==> config.mk <==
export PLATFORM = sky130hd
export DESIGN_NAME = ddr_step_sequencer
export DESIGN_NICKNAME = d
export VERILOG_FILES = /design/src/rtl/ddr_step_sequencer.sv
export SDC_FILE = /design/constraint.sdc
export NUM_CORES = 1
export LEC_CHECK = 0
export CAP_MARGIN = 20
export CORE_MARGIN = 3
export CORE_UTILIZATION = 30
export CTS_BUF_LIST = sky130_fd_sc_hd__clkbuf_8
export CTS_CLUSTER_SIZE = 10
export DETAILED_ROUTE_END_ITERATION = 10
export PLACE_DENSITY = 0.44
export SLEW_MARGIN = 20
export SYNTH_ARGS = -nofsm -noshare
export SYNTH_HDL_FRONTEND = slang
export SYNTH_SLANG_ARGS = --single-unit
==> constraint.sdc <==
create_clock -name i_clk -period 3.4 [get_ports i_clk]
set_clock_uncertainty 0.15 [all_clocks]
set_input_delay 0.34 -clock i_clk [delete_from_list [all_inputs] [get_ports i_clk]]
set_output_delay 0.34 -clock i_clk [all_outputs]
set_load 0.01 [all_outputs]
==> src/rtl/ddr_step_sequencer.sv <==
// ddr_step_sequencer
// Step sequencer for the arrow display. A prescaler divides clk into step
// ticks, and each tick fires the next of 8 slots. A firing slot publishes its
// index and its arrow pattern from a writable 8-entry table. The control FSM
// handles start, pause, stop, round counting and song completion.
//
//   state   | meaning
//   --------+-------------------------------------------------------------
//   S_IDLE  | waiting for start; step/arrow cleared
//   S_RUN   | prescaler counting, slots fire on terminal count
//   S_PAUSE | pause held; prescaler, pointer and rounds frozen
//   S_DONE  | ROUNDS passes completed; step/arrow hold slot-7 values
module ddr_step_sequencer #(
  parameter int TICK_DIV = 4,   // clocks per step, 1..255
  parameter int ROUNDS   = 2    // passes through all 8 slots, 1..15
) (
  input  logic       i_clk,
  input  logic       i_rst,
  input  logic       i_start,
  input  logic       i_pause,
  input  logic       i_stop,
  input  logic       i_wr_en,
  input  logic [2:0] i_wr_addr,
  input  logic [3:0] i_wr_data,
  output logic [2:0] o_step,
  output logic [3:0] o_arrow,
  output logic       o_step_strobe,
  output logic       o_round_done,
  output logic       o_busy,
  output logic       o_done
);

  typedef enum logic [1:0] {
    S_IDLE  = 2'd0,
    S_RUN   = 2'd1,
    S_PAUSE = 2'd2,
    S_DONE  = 2'd3
  } state_t;

  localparam logic [7:0] LP_TICK_LAST  = 8'(TICK_DIV - 1);
  localparam logic [3:0] LP_ROUND_LAST = 4'(ROUNDS - 1);

  state_t     r_state;
  state_t     w_next;

  logic [7:0] r_presc;
  logic [2:0] r_ptr;
  logic [3:0] r_round;
  logic [3:0] r_tbl [8];

  logic [7:0] w_presc_nxt;
  logic [2:0] w_ptr_nxt;
  logic [3:0] w_round_nxt;
  logic [2:0] w_step_nxt;
  logic [3:0] w_arrow_nxt;
  logic       w_strobe_nxt;
  logic       w_rd_nxt;
  logic       w_busy_nxt;
  logic       w_done_nxt;

  logic       w_active;
  logic       w_fire;
  logic       w_last_fire;
  logic       w_restart;

  // The sequencer advances in RUN, and also on the edge that leaves PAUSE,
  // so a pause of N cycles delays the next strobe by exactly N cycles.
  assign w_active    = ((r_state == S_RUN) || (r_state == S_PAUSE)) && !i_pause;
  assign w_fire      = w_active && (r_presc == LP_TICK_LAST);
  assign w_last_fire = w_fire && (r_ptr == 3'd7) && (r_round == LP_ROUND_LAST);
  assign w_restart   = i_start && ((r_state == S_IDLE) || (r_state == S_DONE));

  // State register.
  always_ff @(posedge i_clk or posedge i_rst) begin
    if (i_rst) begin
      r_state <= S_IDLE;
    end else begin
      r_state <= w_next;
    end
  end

  // Next-state logic; stop outranks pause, pause outranks tick, tick outranks start.
  always_comb begin
    w_next = r_state;
    case (r_state)
      S_IDLE: begin
        if (i_start && !i_stop) begin
          w_next = S_RUN;
        end
      end
      S_RUN, S_PAUSE: begin
        if (i_stop) begin
          w_next = S_IDLE;
        end else if (i_pause) begin
          w_next = S_PAUSE;
        end else if (w_last_fire) begin
          w_next = S_DONE;
        end else begin
          w_next = S_RUN;
        end
      end
      S_DONE: begin
        if (i_stop) begin
          w_next = S_IDLE;
        end else if (i_start) begin
          w_next = S_RUN;
        end
      end
      default: w_next = S_IDLE;
    endcase
  end

  // Output and counter next values; everything is registered below.
  always_comb begin
    w_presc_nxt  = r_presc;
    w_ptr_nxt    = r_ptr;
    w_round_nxt  = r_round;
    w_step_nxt   = o_step;
    w_arrow_nxt  = o_arrow;
    w_strobe_nxt = 1'b0;
    w_rd_nxt     = 1'b0;
    w_busy_nxt   = (w_next == S_RUN) || (w_next == S_PAUSE);
    w_done_nxt   = (w_next == S_DONE);

    if (i_stop) begin
      w_presc_nxt = 8'd0;
      w_ptr_nxt   = 3'd0;
      w_round_nxt = 4'd0;
      w_step_nxt  = 3'd0;
      w_arrow_nxt = 4'd0;
    end else if (w_restart) begin
      w_presc_nxt = 8'd0;
      w_ptr_nxt   = 3'd0;
      w_round_nxt = 4'd0;
    end else if (w_active) begin
      if (w_fire) begin
        w_step_nxt   = r_ptr;
        w_arrow_nxt  = r_tbl[r_ptr];
        w_strobe_nxt = 1'b1;
        w_ptr_nxt    = r_ptr + 3'd1;
        w_presc_nxt  = 8'd0;
        if (r_ptr == 3'd7) begin
          w_rd_nxt = 1'b1;
          if (r_round != LP_ROUND_LAST) begin
            w_round_nxt = r_round + 4'd1;
          end
        end
      end else begin
        w_presc_nxt = r_presc + 8'd1;
      end
    end
  end

  // Counter and output registers.
  always_ff @(posedge i_clk or posedge i_rst) begin
    if (i_rst) begin
      r_presc       <= 8'd0;
      r_ptr         <= 3'd0;
      r_round       <= 4'd0;
      o_step        <= 3'd0;
      o_arrow       <= 4'd0;
      o_step_strobe <= 1'b0;
      o_round_done  <= 1'b0;
      o_busy        <= 1'b0;
      o_done        <= 1'b0;
    end else begin
      r_presc       <= w_presc_nxt;
      r_ptr         <= w_ptr_nxt;
      r_round       <= w_round_nxt;
      o_step        <= w_step_nxt;
      o_arrow       <= w_arrow_nxt;
      o_step_strobe <= w_strobe_nxt;
      o_round_done  <= w_rd_nxt;
      o_busy        <= w_busy_nxt;
      o_done        <= w_done_nxt;
    end
  end

  // Pattern table; the firing slot reads the old entry on a same-edge write.
  always_ff @(posedge i_clk or posedge i_rst) begin
    if (i_rst) begin
      for (int i = 0; i < 8; i++) begin
        r_tbl[i] <= 4'd0;
      end
    end else if (i_wr_en) begin
      r_tbl[i_wr_addr] <= i_wr_data;
    end
  end

endmodule

==> results.yml <==
run_status:
  outcome: "complete, no violations"
final_layout:
  design_area_sq_um: 3560
  drive_gt1_frac: 0.269
  num-nets-final: 280
  antenna_cells: 0
  nFillCells: 938
  area_growth_pct: 21.9
  utilization: 0.380
clocking:
  ctsHoldBuffers: 0
  cts_setup_buffers: 0
  cts.sinks: 60
  h-tree-depth: 3
  ctsLongestPathBuffers: 2
  numCtsBuffers: 9
  root_buffer: "clkbuf_8"
  path_clk_slew_ns: 0.07
  cts_resized: 0
  insertion_delay_ns: 0.34
  cts_tree: "done"
timing:
  setup_ws_ns: 1.07
  maxSlewViolCount: 0
  fin_crit_ns: 2.33
  fmax_ghz: 0.429
  hold_viol: 0
  tightestPinTransition_ns: 0.831
  rsz0062_at_grt: "no"
  tns_ns: 0
  finalCritPeriodShare: 0.686
  slew_headroom: 0.442
  finalSetupViolations: 0
yosys:
  seq_area_frac_synth: 0.514
  synth_cell_types: 46
  yosysWarnings: 0
  synth_edf_count: 0
  syn_area_sq_um: 2920
  syn_inst: 230
  synthFlopType: "dfrtp_1"
  avgSynthCellArea_sq_um: 12.7
  async_flop_share: 1.00
  ys_ff_latch: 60
  syn_nets: 251
setup_path:
  worstSetupPathType: "reg2reg"
  cp-start-kind: "register"
  critPathCaptureType: "register"
  crit_required_ns: 3.53
  endpoint: "r_round[1]"
  critical_path_peak_fanout: 8
  critPathArrivalTime_ns: 2.46
  reg2reg_slack_ns: 1.07
  reg2reg_depth: 6
  critPathLaunch: "r_ptr[0]"
  r2r-start: "r_ptr[0]"
  reg2reg_to: "r_round[1]"
place:
  pre_cts_ws_ns: 0.965
  finalWeightedCongestion: 0.736
  io_buffers: 23
  hpwl_um: 4300
  placed_area_sq_um: 3300
power:
  seq_power_share: 0.429
  clkPwrFrac: 0.425
  power_leakage_nw: 1.46
  p_int_w: 0.00155
  power.net_switching_w: 0.000471
  netSwitchingFraction: 0.233
  power.total_w: 0.00202
  power_density_nw_per_um2: 567
  peakVddDrop_mv: 0.222
  combPwrFrac: 0.147
drt:
  drc: 0
  wl_met1_um: 3120
  firstDrtPassIters: 4
  avgViaCountPerCell: 4.83
  avgRoutedWirePerCell_um: 16.3
  via_count: 1898
  ant_nets: 0
  topRoutingLayerUsed: "met4"
  wl_met2_um: 3020
  drt-initial-drc-count: 58
  dr_wl_met3_um: 212
  wl_um: 6400
run:
  drv_cap: 0
floorplan:
  initial_core_util: 0.312
  coreArea_sq_um: 9370
  die_x_um: 105
  row_count: 35
  die-area_sq_um: 11000
  pin_count: 24
  die_h_um: 105
worst_hold_path:
  hp-class: "in2async"
global_route:
  antenna_found_initial: 0
  overflow: 0
  grt_pass1_wl_um: 10600
  grt_usage: 0.125
  first_global_vias: 2005
  grt_max_degree: 31
[state kept, by name (all words and copies together), names as in the netlist]
name	count
o_round_done	1
r_tbl	32
o_step	3
r_round	4
o_done	1
o_arrow	4
r_ptr	3
o_busy	1
o_step_strobe	1
r_presc	8
r_state	2
[worst max-delay path, cell delays in order (launching register included)]
cell	delay [ns]
dfrtp_1	0.61
ha_1	0.23
ha_1	0.15
or3b_2	0.48
nor4_4	0.29
mux2i_1	0.23
and2_1	0.13
[cell families (layout without fill, tap and decap cells)]
group	Yosys count	in the layout	synth area share
compound gates	23	23	0.0544
xor+xnor	8	8	0.0240
simple gates	69	69	0.143
fa+ha+maj	8	8	0.0343
mux	46	46	0.206
buf+inv	16	50	0.0253
flops	60	60	0.514
[metrics by stage]
| step | hold slack [ns] | instances |
|---|---|---|
| after floorplan | 0.324 | 230 |
| after global placement | 0.337 | 377 |
| after detailed placement | 0.344 | 377 |
| after CTS | 0.312 | 393 |
| after global routing | 0.356 | 393 |
| final | 0.283 | 393 |
[power groups by stage]
stage               clock network [W]  registers, W  logic, W
floorplan                           0      0.000864  0.000218
global placement                    0      0.000878  0.000298
detailed placement                  0      0.000879  0.000301
CTS                          0.000878      0.000867  0.000302
global route                 0.000910      0.000878  0.000331
finish                       0.000857      0.000866  0.000296
[per-layer routing]
metal / vias to the layer above / track usage
met3: 5 / 0.0358
met1: 969 / 0.165
met5: - / 0
met2: 28 / 0.198
li1: 896 / -
met4: 0 / 0.0459
[final cells by class]
| class | count | area (sq um) | share of cell area |
|---|---|---|---|
| flip-flops and latches | 60 | 1500 | 0.422 |
| clock buffers | 10 | 138 | 0.0387 |
| inverters | 7 | 26.3 | 0.00738 |
| repair buffers | 27 | 260 | 0.0731 |
| multi-input cells | 154 | 1350 | 0.378 |
| well taps | 129 | 161 | 0.0453 |
| clock inverters | 6 | 128 | 0.0358 |
[placed cells by master, fill, tap and decap left out, drive strengths merged, types with 2 or more instances in the layout]
cell type	netlist	routed
nor4	2	2
nand4	3	3
mux2	32	32
nand2b	3	3
nor2b	3	3
nand2	16	16
mux2i	6	6
ha	8	8
nand4b	3	3
or3	2	2
o31ai	2	2
a21oi	9	9
a211oi	4	4
xnor2	2	2
inv	7	9
o311ai	3	3
nor2	14	14
nor3	4	4
mux4	8	8
dfrtp	60	60
bufinv	0	4
nor3b	3	3
buf	6	4
clkdlybuf4s50	0	23
or2	2	2
nand3	4	4
nand3b	3	3
xor2	6	6
clkbuf	3	10
and4	3	3
[how the worst min path moves through the flow]
stage / end / depth (start not counted) / slack, ns / startpoint
2_1_floorplan: r_tbl[10] / 1 / 0.32 / r_tbl[10]
3_3_place_gp: r_tbl[6] / 1 / 0.34 / r_tbl[6]
3_5_place_dp: r_tbl[16] / 1 / 0.34 / r_tbl[16]
4_1_cts: r_presc[5] / 2 / 0.31 / i_rst
5_1_grt: r_presc[5] / 2 / 0.36 / i_rst
6_report: r_presc[5] / 2 / 0.28 / i_rst
[cells in the mapped netlist (3+ instances only)]
master,number,area [sq um]
nand2_1,16,60.1
a211oi_1,4,30.0
inv_1,7,26.3
clkbuf_1,3,11.3
nor2b_1,3,18.8
mux2i_1,6,60.1
nand4b_1,3,26.3
nand4_1,3,18.8
mux2_2,32,360
nor2_1,14,52.6
xor2_1,6,52.6
mux4_2,8,180
nor3b_1,3,22.5
dfrtp_1,60,1500
a21oi_1,9,45.0
ha_1,8,100
nand2b_1,3,18.8
nand3_1,4,20.0
o311ai_0,3,26.3
nand3b_1,3,22.5
Note: power is estimated with default switching activity, not from simulation.
